$ cat config.mk
export PLATFORM = sky130hd
export DESIGN_NAME = booth_mac_accum
export DESIGN_NICKNAME = d
export VERILOG_FILES = /design/src/rtl/booth_mac_accum.sv
export SDC_FILE = /design/constraint.sdc
export NUM_CORES = 1
export LEC_CHECK = 0
export CORE_MARGIN = 8
export CORE_UTILIZATION = 40
export CTS_CLUSTER_SIZE = 40
export DETAILED_ROUTE_END_ITERATION = 10
export PLACE_DENSITY = 0.66
export SETUP_SLACK_MARGIN = 0.02
export SLEW_MARGIN = 5
export SYNTH_ARGS = -nofsm -noshare
export SYNTH_HDL_FRONTEND = slang
export SYNTH_SLANG_ARGS = --single-unit
$ cat constraint.sdc
create_clock -name clk -period 4.05 [get_ports clk]
set_input_delay 0.6075 -clock clk [delete_from_list [all_inputs] [get_ports clk]]
set_output_delay 0.6075 -clock clk [all_outputs]
set_load 0.01 [all_outputs]
$ cat src/rtl/booth_mac_accum.sv
// Framed multiply-accumulate behind the Booth multiplier core.
// Completed sums are queued in a small result FIFO with ready/valid output.
module booth_mac_accum #(
  parameter int ACC_W = 32,
  parameter int CNT_W = 16,
  parameter int FIFO_DEPTH = 4,
  localparam int AW = $clog2(FIFO_DEPTH)
) (
  input  logic             clk,
  input  logic             rst,
  input  logic             v_in,
  input  logic [15:0]      p_in,
  input  logic             p_sgn,
  input  logic             first,
  input  logic             last,
  output logic             r_valid,
  input  logic             r_ready,
  output logic [ACC_W-1:0] r_data,
  output logic [CNT_W-1:0] r_cnt,
  output logic             r_ovf,
  output logic [AW:0]      fifo_level,
  output logic             drop,
  output logic             err_abort
);

  localparam int EW = ACC_W + CNT_W + 1;

  logic [ACC_W-1:0] acc, acc_n, term;
  logic [CNT_W-1:0] cnt, cnt_n;
  logic             ovf, ovf_n, active, fresh;

  logic [EW-1:0] mem [FIFO_DEPTH];
  logic [EW-1:0] head;
  logic [AW:0]   wr_ptr, rd_ptr;
  logic          empty, full, push, pop, wr_en;

  always_comb begin
    term  = p_sgn ? {{(ACC_W-16){p_in[15]}}, p_in}
                  : {{(ACC_W-16){1'b0}}, p_in};
    fresh = first | ~active;
    acc_n = term;
    cnt_n = CNT_W'(1);
    ovf_n = 1'b0;
    if (!fresh) begin
      acc_n = acc + term;
      cnt_n = (&cnt) ? cnt : cnt + 1'b1;
      ovf_n = ovf | ((acc[ACC_W-1] == term[ACC_W-1]) &&
                     (acc_n[ACC_W-1] != acc[ACC_W-1]));
    end
  end

  // Extra pointer bit separates full from empty.
  assign empty = (wr_ptr == rd_ptr);
  assign full  = (wr_ptr[AW] != rd_ptr[AW]) &&
                 (wr_ptr[AW-1:0] == rd_ptr[AW-1:0]);
  assign push  = v_in & last;
  assign pop   = r_valid & r_ready;
  assign wr_en = push & (~full | pop);

  always_ff @(posedge clk) begin
    if (rst) begin
      acc       <= '0;
      cnt       <= '0;
      ovf       <= 1'b0;
      active    <= 1'b0;
      wr_ptr    <= '0;
      rd_ptr    <= '0;
      drop      <= 1'b0;
      err_abort <= 1'b0;
    end else begin
      if (v_in) begin
        acc    <= acc_n;
        cnt    <= cnt_n;
        ovf    <= ovf_n;
        active <= ~last;
      end
      if (wr_en) wr_ptr <= wr_ptr + 1'b1;
      if (pop)   rd_ptr <= rd_ptr + 1'b1;
      drop      <= push & full & ~pop;
      err_abort <= v_in & first & active;
    end
  end

  always_ff @(posedge clk) begin
    if (wr_en) mem[wr_ptr[AW-1:0]] <= {acc_n, cnt_n, ovf_n};
  end

  assign head       = mem[rd_ptr[AW-1:0]];
  assign r_valid    = ~empty;
  assign fifo_level = wr_ptr - rd_ptr;
  assign r_data     = r_valid ? head[EW-1 -: ACC_W] : '0;
  assign r_cnt      = r_valid ? head[CNT_W:1] : '0;
  assign r_ovf      = r_valid ? head[0] : 1'b0;

endmodule

==> Flow_metrics.wiki, run 1 <==
{| class="wikitable"
! Metric !! Value
|-
| Number of endpoints with negative hold slack in the final report || 0
|-
| Post-synthesis area per instance || approximately 12 um2
|-
| Die height || between 150 and 200 um
|-
| Hold crit path type || in2reg
|-
| Highest clock rate || 300 MHz
|-
| Skew-Pair Late Insertion Delay || between 500 and 600 ps
|-
| Post-cts gate resize count || 0
|-
| Critical path endpoint category || register
|-
| Die W || slightly below 200 um
|-
| Global placer's final weighted congestion || around 0.95
|-
| Maximum count of clock buffers along a single path || 3
|-
| CTS tree || built
|-
| Net count of the mapped netlist || about 1200
|-
| Clock period minus worst slack || between 3000 and 4000 ps
|-
| Setup Viol. Count Final || 0
|-
| NumNets Final || 1234
|-
| Total congestion overflow || 0
|-
| Most frequently used flop master after synthesis || sky130_fd_sc_hd__edfxtp_1
|-
| Layout cell share with drive strength beyond 1 || a little over an eighth
|-
| List of cells traversed by the critical path || clkdlybuf4s50_1 > ha_1 > inv_1 > fa_1 > nor2b_1 > o31ai_1 > a211oi_2 > o21ai_1 > a21boi_0 > o22a_1 > or3_1 > nand4_1
|-
| Largest net degree at the start of global routing || 54
|-
| Detailed Place HPWL || 22100 um
|-
| Gate family responsible for the most delay along the worst path || compound AO/OA/AOI/OAI gates
|-
| Iteration-0 DRC Markers || between 700 and 800
|-
| Clock transition at the registers of the reported paths || approximately 60 ps
|-
| Number of max-cap violations || 0
|-
| Cell area after technology mapping || 0.0130 mm2
|-
| Cell area power density || around 450 mW/mm2
|-
| Outcome || completed
|-
| Final period util || slightly above 80%
|-
| Total negative slack || 0 ps
|-
| Number of buffer cells added on primary ports || 77
|-
| Most used cells in the layout excluding fill and tap cells || sky130_fd_sc_hd__edfxtp_1, sky130_fd_sc_hd__nor2_1, sky130_fd_sc_hd__nand2_1
|-
| Worst ir drop on vdd || ~0.28 mV
|-
| Leak Pwr || approximately 5.3 nW
|-
| Starting utilization of the core area || roughly 40%
|-
| Number of primary I/O pins || between 70 and 80
|-
| Uppermost layer routed || met4
|-
| Count of standard-cell rows || 66
|-
| Kind of critical path || in2reg
|-
| Count of different cell masters after synthesis || 79
|-
| Number of antenna violations at the first check in global routing || 0
|-
| Arrival @ worst endpoint || 3540 ps
|-
| Final Max Slew Viols || 0
|-
| Number of instances in the synthesized netlist || 1110
|-
| Overall routing resource usage || between 10% and 20%
|-
| Area Overhead vs Synth || 18.4%
|-
| Total clock buffers created by CTS || 27
|-
| Slowest cell on the critical path || sky130_fd_sc_hd__clkdlybuf4s50_1
|-
| Number of setup buffers added after CTS || 0
|-
| Number of detailed-route iterations in the first pass || 5
|-
| Number of warnings printed during yosys synthesis || 0
|-
| Antenna violation net count after detailed routing || 0
|-
| WP buf/inv || 2
|-
| Normalized max-slew margin || about half
|-
| Post-synthesis sequential area ratio || between 50% and 60%
|-
| Post-synthesis register bit count || between 200 and 300
|-
| Layout Skew || ~21 ps
|-
| Hold-fix buffer count after cts || 0
|-
| Crit Path Max Fanout || 4
|-
| Post-route DRC violation count || 0
|-
| Vias per inst || around 5.7
|-
| Slowest cell delay on critical path || 500 ps
|-
| Antenna Diode Count || 0
|-
| Vias in the first global route || about 9000
|-
| Average wire length per cell after detail routing || approximately 20 um
|-
| Share of async-settable or async-resettable flops after synthesis || 0%
|-
| Most common cell after layout, fill and taps aside || sky130_fd_sc_hd__edfxtp_1
|-
| Pin slew with the least headroom to its limit || approximately 760 ps
|-
| Unrepaired setup endpoints after global routing || false
|-
| Worst Hold Margin || 434 ps
|-
| Number of enable flip-flop cells after synthesis || approximately 200
|-
| Core Box Area || roughly 0.032 mm2
|-
| Die Outline Area || roughly 0.039 mm2
|-
| Nature of the critical path startpoint || primary input
|-
| Via count || a little over 9000
|-
| Clock tree root buffer cell || sky130_fd_sc_hd__clkbuf_16
|-
| Total wirelength of the detailed-routed design || around 33000 um
|-
| Wire length on met1 || ~14000 um
|-
| # clock sinks || roughly 260
|-
| Met3 routed WL || 1960 um
|-
| Data required time of the critical path || between 4000 and 5000 ps
|-
| Wire length of the first global-routing pass || 52200 um
|-
| Met2 WL || ~16000 um
|-
| H-tree Lvls || 1
|}
-- state kept, by name (all words and copies together) (netlist names), named ones only --
signal,count
rd_ptr,3
cnt,16
active,1
wr_ptr,3
mem,196
drop,1
acc,32
err_abort,1
ovf,1
-- where the power goes --
| part | switching [mW] | internal, mW |
|---|---|---|
| Clock | 0.997 | 1.65 |
| Combinational | 0.670 | 0.604 |
| Sequential | 0.0597 | 2.91 |
-- cell usage after synthesis, drive strengths merged, types with 11 or more instances --
library cell	number	area (um2)
and2	65	407
nand3	36	180
o21ai	54	274
xnor2	30	263
inv	22	85.1
clkbuf	58	218
a31oi	15	93.8
dfxtp	60	1200
mux4	49	1100
edfxtp	196	5890
nor2	97	364
buf	12	55.1
o21a	11	82.6
nor4	12	75.1
a21o	11	82.6
mux2i	12	120
ha	25	313
nand2	88	338
and3	16	100
or3	13	86.3
a21oi	45	225
nor3	24	120
-- layer usage --
layer	up-vias	track usage, %
li1	4386	-
met2	297	28.1
met1	4570	22.2
met4	0	5.42
met3	62	2.64
met5	-	0
-- area by class of cell --
type                            count  area [um2]
Clock buffer                       37         773
Clock inverter                     12         195
Fill cell                        2875       16900
Multi-Input combinational cell    761        5570
Sequential cell                   256        7090
Tap cell                          442         553
Inverter                           23        88.8
Timing Repair Buffer              115        1120
-- metrics by stage --
stage	area (um2)	util [%]	worst slack, ps	total power, mW	instances
floorplan	13000	-	501	3.79	1110
global placement	14400	44.7	263	4.30	1597
detailed placement	14400	44.7	200	4.31	1597
CTS	15400	47.7	667	6.98	1646
global route	15400	47.7	483	7.18	1646
finish	15400	47.7	719	6.89	1646
-- cell families (layout without fill, tap and decap cells) --
| family | count (synthesis) | count (layout) | share of synthesized area [%] |
|---|---|---|---|
| and+or+nand+nor | 391 | 391 | 15.0 |
| xor gates and xnor gates | 38 | 38 | 2.56 |
| adders and majority gates | 29 | 29 | 2.87 |
| buffers and inverters | 93 | 187 | 2.78 |
| muxes | 62 | 62 | 9.50 |
| DFF | 256 | 256 | 54.5 |
| AOI/OAI and AO/OA | 241 | 241 | 12.8 |
-- final timing paths --
path	cells after the start	to	slack, ps	from
min	2	acc[11]$_SDFFE_PP0P_	430	rst
max	12	mem[3][37]$_DFFE_PP_	720	p_in[0]
min reg2reg	2	acc[2]$_SDFFE_PP0P_	490	acc[2]$_SDFFE_PP0P_
max reg2reg	8	mem[2][0]$_DFFE_PP_	930	acc[18]$_SDFFE_PP0P_
Power figures use the tool's default switching activity.
==> inputs of run 2 (changes only) <==
- PLACE_DENSITY: 0.66 -> 0.69
- clock period: 4.05 -> 3 ns (I/O delays scaled with it)
==> run 2 against run 1 <==
Count of clock-buffer cells in the layout is 6 lower. Sequential share of layout area is 3.0 points lower. Clock skew is 4.1 ps lower. Utilization is 3.4 points higher. Critical path depth is 2 lower. Combinational power is 59% higher. Register-to-register slack worse by 800 ps. Final cell count is 6.9% higher. Sequential power is 35% higher. Design area is 7.0% higher. Global-route usage is 0.61 points higher. Die area stayed put. Critical path type unchanged.
==> Flow_metrics.wiki, run 2 (synthesis results as in run 1) <==
{| class="wikitable"
! Metric !! Value
|-
| Total power || 9.23 mW (+34%)
|-
| Data required time of the critical path || 3260 ps (-990 ps)
|-
| Area Overhead vs Synth || 26.7%
|-
| Clock transition at the registers of the reported paths || 60 ps (about the same)
|-
| Global placer's final weighted congestion || 0.970 (+2.3%)
|-
| # clock sinks || 256 (unchanged)
|-
| Highest clock rate || between 300 and 400 MHz
|-
| Antenna violation net count after detailed routing || 0 (unchanged)
|-
| Average wire length per cell after detail routing || 19.6 um (-2.0%)
|-
| Nature of the critical path startpoint || primary input
|-
| Kind of critical path || in2reg
|-
| Most common cell after layout, fill and taps aside || sky130_fd_sc_hd__edfxtp_1
|-
| Met3 routed WL || 1660 um (-15%)
|-
| Number of buffer cells added on primary ports || 77 (unchanged)
|-
| Overall routing resource usage || 17.5% (+0.61 points)
|-
| Die W || 196 um (unchanged)
|-
| Number of antenna violations at the first check in global routing || 0 (unchanged)
|-
| Number of endpoints with negative hold slack in the final report || 0 (unchanged)
|-
| Clock period minus worst slack || approximately 2900 ps
|-
| Iteration-0 DRC Markers || 654 (-16%)
|-
| Vias per inst || 5.57 (-1.7%)
|-
| Total clock buffers created by CTS || 26 (-3.7%)
|-
| Vias in the first global route || 9721 (+6.0%)
|-
| Non-filler cells in the finished layout || 1759 (+6.9%)
|-
| Number of flip-flops under the largest register name || 196 (unchanged)
|-
| Count of standard-cell rows || 66 (unchanged)
|-
| Die Outline Area || 0.0385 mm2 (unchanged)
|-
| Largest net degree at the start of global routing || 51 (-5.6%)
|-
| Setup Viol. Count Final || 0 (unchanged)
|-
| Maximum count of clock buffers along a single path || 3 (unchanged)
|-
| Met2 WL || 16900 um (+7.3%)
|-
| Die height || 196 um (unchanged)
|-
| Worst ir drop on vdd || 0.365 mV (+32%)
|-
| NumNets Final || 1349 (+9.3%)
|-
| Clock tree root buffer cell || sky130_fd_sc_hd__clkbuf_16
|-
| Layout Skew || 16.9 ps (-4.11 ps)
|-
| Most used cells in the layout excluding fill and tap cells || sky130_fd_sc_hd__edfxtp_1, sky130_fd_sc_hd__buf_4, sky130_fd_sc_hd__nor2_1
|-
| Crit Path Max Fanout || 4 (unchanged)
|-
| Antenna Diode Count || 0 (unchanged)
|-
| Wire length of the first global-routing pass || 54100 um (+3.7%)
|-
| Starting utilization of the core area || 40.3% (unchanged)
|-
| Cell area power density || 560 mW/mm2 (+25%)
|-
| Final period util || roughly 97%
|-
| Final Max Slew Viols || 0 (unchanged)
|-
| Core Box Area || 0.0323 mm2 (unchanged)
|-
| Total wirelength of the detailed-routed design || 34500 um (+4.7%)
|-
| Normalized max-slew margin || 49.7% (+0.58 points)
|-
| Hold-fix buffer count after cts || 0 (unchanged)
|-
| Number of primary I/O pins || 78 (unchanged)
|-
| Worst Hold Margin || 327 ps (-107 ps)
|-
| Via count || 9789 (+5.1%)
|-
| Total congestion overflow || 0 (unchanged)
|-
| Uppermost layer routed || met4
|-
| Skew-Pair Late Insertion Delay || 530 ps (about the same)
|-
| Pin slew with the least headroom to its limit || 752 ps (-8.68 ps)
|-
| Critical path endpoint category || register
|-
| Detailed Place HPWL || 23700 um (+7.4%)
|-
| Hold crit path type || in2reg
|-
| Arrival @ worst endpoint || 3160 ps (-380 ps)
|-
| Total placed cells including tap cells || 1710 (+7.1%)
|-
| Number of max-cap violations || 0 (unchanged)
|-
| Total negative slack || 0 ps (unchanged)
|-
| CTS tree || built
|-
| Post-route DRC violation count || 0 (unchanged)
|-
| Outcome || completed
|-
| Layout cell share with drive strength beyond 1 || 23.8% (+10 points)
|-
| H-tree Lvls || 1 (unchanged)
|-
| Leak Pwr || 5.91 nW (+11%)
|-
| Wire length on met1 || 15100 um (+5.3%)
|-
| Unrepaired setup endpoints after global routing || true
|-
| Number of detailed-route iterations in the first pass || 5 (unchanged)
|}
run 2: cell count changes in the layout (fill, tap and decap cells not counted), sizes merged, moves of 2 or more:
cell,change
inv,-2
buf,+116
clkinv,+6
bufinv,-2
clkbuf,-6
dlymetal6s2s,+3
clkdlybuf4s50,-3
run 2: cell type report:
cell class                 count  area [um2]
clock buffer                  31         701
tap                          442         553
sequential                   256        7090
inverter                      23        88.8
multi-input combinational    761        5840
timing repair buffer         231        2040
clock inverter                15         151
fill                        2754       15800
run 2: worst max-delay path, stage by stage:
cell	delay, ps
sky130_fd_sc_hd__clkdlybuf4s50_1	470
sky130_fd_sc_hd__ha_1	370
sky130_fd_sc_hd__nand3_1	130
sky130_fd_sc_hd__nor2_4	170
sky130_fd_sc_hd__o2111ai_2	130
sky130_fd_sc_hd__a2111o_1	440
sky130_fd_sc_hd__and2_1	180
sky130_fd_sc_hd__a21oi_1	240
sky130_fd_sc_hd__o21ai_0	190
sky130_fd_sc_hd__or2_2	380
run 2: path summary, 6_finish.rpt:
path                                to            startpoint  slack (ps)  cells past startpoint
hold / removal     acc[2]$_SDFFE_PP0P_                  v_in         330                      3
setup / recovery  mem[1][40]$_DFFE_PP_               p_in[2]         100                     10
setup reg to reg  mem[1][44]$_DFFE_PP_  acc[17]$_SDFFE_PP0P_         130                      8
hold reg to reg    acc[2]$_SDFFE_PP0P_   acc[2]$_SDFFE_PP0P_         480                      2
run 2: timing repair:
item / CTS / global route
setup buffers: 2 / 1
gates resized for setup: 13 / 46
setup endpoints to repair: 88 / 119
pin swaps: 2 / 15
run 2: metrics by stage:
step,worst slack [ps],instance area (um2),utilization (%)
2_1_floorplan,43.7,13000,-
3_3_place_gp,-624,15300,47.4
4_1_cts,22.1,16200,50.3
6_report,98.2,16500,51.0
5_1_grt,5.53,16500,51.0
3_5_place_dp,-685,15300,47.4
run 2: layer usage:
layer,GRT usage (%),vias up
met5,0,-
met1,22.7,4870
met3,2.35,51
li1,-,4621
met2,30.0,247
met4,5.39,0
run 2: report_power, final:
group / total [mW] / internal [mW] / switching [mW] / leakage, nW
Combinational: 2.02 / 1.02 / 0.993 / 3.20
Sequential: 4.00 / 3.93 / 0.0760 / 2.28
Clock: 3.21 / 1.91 / 1.29 / 0.420
Total: 9.23 / 6.86 / 2.36 / 5.91
==> inputs of run 3 (changes only) <==
- CORE_UTILIZATION: 40 -> 49
- PLACE_DENSITY: 0.69 -> 0.79
==> run 3 against run 2 <==
Combinational power barely moved. Fmax about the same. Worst hold slack improved by 18 ps. Global-route usage rose by 3.8 points. Utilization increased by 12 points. Flip-flop and latch count unchanged. First-iteration DRC count up 25%. Sequential share of layout area grew 0.085 points.
==> Flow_metrics.wiki, run 3 (synthesis results as in run 1) <==
{| class="wikitable"
! Metric !! Value
|-
| Outcome || completed
|-
| Average wire length per cell after detail routing || 20.6 um (+4.8%)
|-
| Data required time of the critical path || 3250 ps (about the same)
|-
| Global placer's final weighted congestion || 0.947 (-2.4%)
|-
| Kind of critical path || in2reg
|-
| Most common cell after layout, fill and taps aside || sky130_fd_sc_hd__edfxtp_1
|-
| Post-route DRC violation count || 0 (unchanged)
|-
| Crit Path Max Fanout || 4 (unchanged)
|-
| Worst Hold Margin || 345 ps (+17.7 ps)
|-
| Part of the total power dissipated in the clock network || 34.5% (-0.3 points)
|-
| Critical path endpoint category || register
|-
| Total power || 9.19 mW (-0.39%)
|-
| Hold-fix buffer count after cts || 0 (unchanged)
|-
| Number of flip-flops under the largest register name || 196 (unchanged)
|-
| Normalized max-slew margin || 53.8% (+4.1 points)
|-
| Total clock buffers created by CTS || 26 (unchanged)
|-
| Die Outline Area || 0.0320 mm2 (-17%)
|-
| CTS tree || built
|-
| Clock period minus worst slack || 2900 ps (+2.11 ps)
|-
| Filler cells || 1943 (-29%)
|-
| Worst ir drop on vdd || 0.367 mV (+0.45%)
|-
| Antenna Diode Count || 0 (unchanged)
|-
| H-tree Lvls || 1 (unchanged)
|-
| Wire length of the first global-routing pass || 53900 um (-0.24%)
|-
| Internal power || 6.82 mW (-0.64%)
|-
| Combined flip-flop and latch cell area || 0.00710 mm2 (about the same)
|-
| Number of primary I/O pins || 78 (unchanged)
|-
| Final Max Slew Viols || 0 (unchanged)
|-
| Highest clock rate || 344 MHz (about the same)
|-
| Maximum count of clock buffers along a single path || 3 (unchanged)
|-
| Arrival @ worst endpoint || 3160 ps (about the same)
|-
| Number of buffer cells added on primary ports || 77 (unchanged)
|-
| Slowest cell on the critical path || sky130_fd_sc_hd__clkdlybuf4s50_1
|-
| Antenna violation net count after detailed routing || 0 (unchanged)
|-
| Most used cells in the layout excluding fill and tap cells || sky130_fd_sc_hd__edfxtp_1, sky130_fd_sc_hd__buf_4, sky130_fd_sc_hd__nor2_1
|-
| Total congestion overflow || 0 (unchanged)
|-
| Layout Skew || 25.3 ps (+8.46 ps)
|-
| Hold crit path type || in2reg
|-
| List of cells traversed by the critical path || clkdlybuf4s50_1 > ha_1 > buf_4 > nand3_1 > nand2_1 > o2111ai_2 > a2111oi_1 > or3_4 > or2_1 > a211o_1 > a21o_1
|-
| Net switching component of the power || 2.37 mW (+0.34%)
|-
| # clock sinks || 256 (unchanged)
|-
| Share of power burned in registers || 43.5% (about the same)
|-
| Slowest cell delay on critical path || 460 ps (about the same)
|-
| Total wirelength of the detailed-routed design || 34400 um (-0.40%)
|-
| Die height || 179 um (-8.9%)
|-
| Nature of the critical path startpoint || primary input
|-
| Vias in the first global route || 9925 (+2.1%)
|-
| Layout cell share with drive strength beyond 1 || 24.9% (+1.2 points)
|-
| Number of endpoints with negative hold slack in the final report || 0 (unchanged)
|-
| Proportion of total power due to net switching || 25.8% (+0.19 points)
|-
| Area occupied by multi-input gates || 0.00580 mm2 (-0.64%)
|-
| Unrepaired setup endpoints after global routing || true
|-
| Die W || 179 um (-8.9%)
|-
| Final period util || 96.8% (about the same)
|-
| Skew-Pair Late Insertion Delay || 530 ps (about the same)
|-
| Cell area power density || 559 mW/mm2 (-0.25%)
|-
| Overall routing resource usage || 21.3% (+3.8 points)
|-
| NumNets Final || 1366 (+1.3%)
|-
| Clock transition at the registers of the reported paths || 60 ps (about the same)
|-
| Core Box Area || 0.0261 mm2 (-19%)
|-
| Count of standard-cell rows || 59 (-11%)
|-
| Largest net degree at the start of global routing || 51 (unchanged)
|-
| Number of detailed-route iterations in the first pass || 5 (unchanged)
|-
| Pin slew with the least headroom to its limit || 691 ps (-61.1 ps)
|-
| Leak Pwr || 6.00 nW (+1.7%)
|-
| Iteration-0 DRC Markers || 819 (+25%)
|-
| Clock tree root buffer cell || sky130_fd_sc_hd__clkbuf_16
|-
| WP buf/inv || 2 (+1)
|-
| Setup Viol. Count Final || 0 (unchanged)
|-
| Number of max-cap violations || 0 (unchanged)
|-
| Area Overhead vs Synth || 26.5%
|-
| Starting utilization of the core area || 49.9% (+9.6 points)
|-
| Gate family responsible for the most delay along the worst path || compound AO/OA/AOI/OAI gates
|-
| Vias per inst || 6.02 (+8.1%)
|-
| Detailed Place HPWL || 23000 um (-3.0%)
|-
| Via count || 10100 (+2.7%)
|-
| Portion of total power attributed to combinational logic || 22.0% (about the same)
|-
| Number of antenna violations at the first check in global routing || 0 (unchanged)
|}
## run 3: cell types whose count changed in the layout (fill, tap and decap cells not counted), sizes merged
cell | before | now
buf | 156 | 173
clkbuf | 31 | 37
clkinv | 12 | 8
bufinv | 3 | 1
clkinvlp | 1 | 3
## run 3: metal layers
layer	wire length, um	share of wire [%]	GRT usage [%]	vias up
met2	17200	50	37.0	355
met3	1950	5.7	2.59	67
met1	14500	42	27.4	4980
met4	827	2.4	6.30	0
met5	0	0	0	-
li1	-	-	-	4651
## run 3: worst paths after layout
| kind | slack (ps) | startpoint | to | depth (start not counted) |
|---|---|---|---|---|
| max | 100 | p_in[3] | mem[2][44]$_DFFE_PP_ | 11 |
| min | 340 | p_in[14] | acc[14]$_SDFFE_PP0P_ | 3 |
| max reg2reg | 130 | acc[0]$_SDFFE_PP0P_ | acc[16]$_SDFFE_PP0P_ | 14 |
| min reg2reg | 490 | acc[2]$_SDFFE_PP0P_ | acc[2]$_SDFFE_PP0P_ | 2 |
## run 3: power groups by stage
stage               registers, mW  logic [mW]  clock network, mW
floorplan                    4.03        1.08                  0
global placement             4.07        1.89                  0
detailed placement           4.08        1.92                  0
CTS                          4.00        1.98               3.23
global route                 4.01        2.19               3.36
finish                       4.00        2.02               3.17
## run 3: worst min-delay path, cell delays in order
cell and delay, ps:
sky130_fd_sc_hd__dlymetal6s2s_1 190, sky130_fd_sc_hd__nand2_1 110, sky130_fd_sc_hd__a311oi_1 90
## run 3: layout make-up
class / count / area share [%]
flip-flops and latches: 256 / 43.1
multi-input cells: 761 / 35.3
inverters: 23 / 0.540
well taps: 335 / 2.55
repair buffers: 248 / 13.3
clock inverters: 11 / 0.555
clock buffers: 37 / 4.65
## run 3: what timing repair did
action / 4_1_cts / 5_1_grt
setup buffers: 9 / 4
endpoints found under the setup margin: 73 / 119
pin swaps: 1 / 10
gates cloned: 0 / 0
resized for setup: 14 / 47
## run 3: metrics by stage
stage                     setup WS (ps)  utilization, %  cell area [um2]  TNS, ps  instances
after floorplan                    43.7               -            13000        0       1110
after global placement             -587            58.5            15200   -40390       1610
after detailed placement           -552            58.5            15200   -44090       1610
after CTS                          1.11            62.2            16200        0       1667
after global routing               8.56            63.1            16400        0       1671
final                              96.1            63.1            16400        0       1671
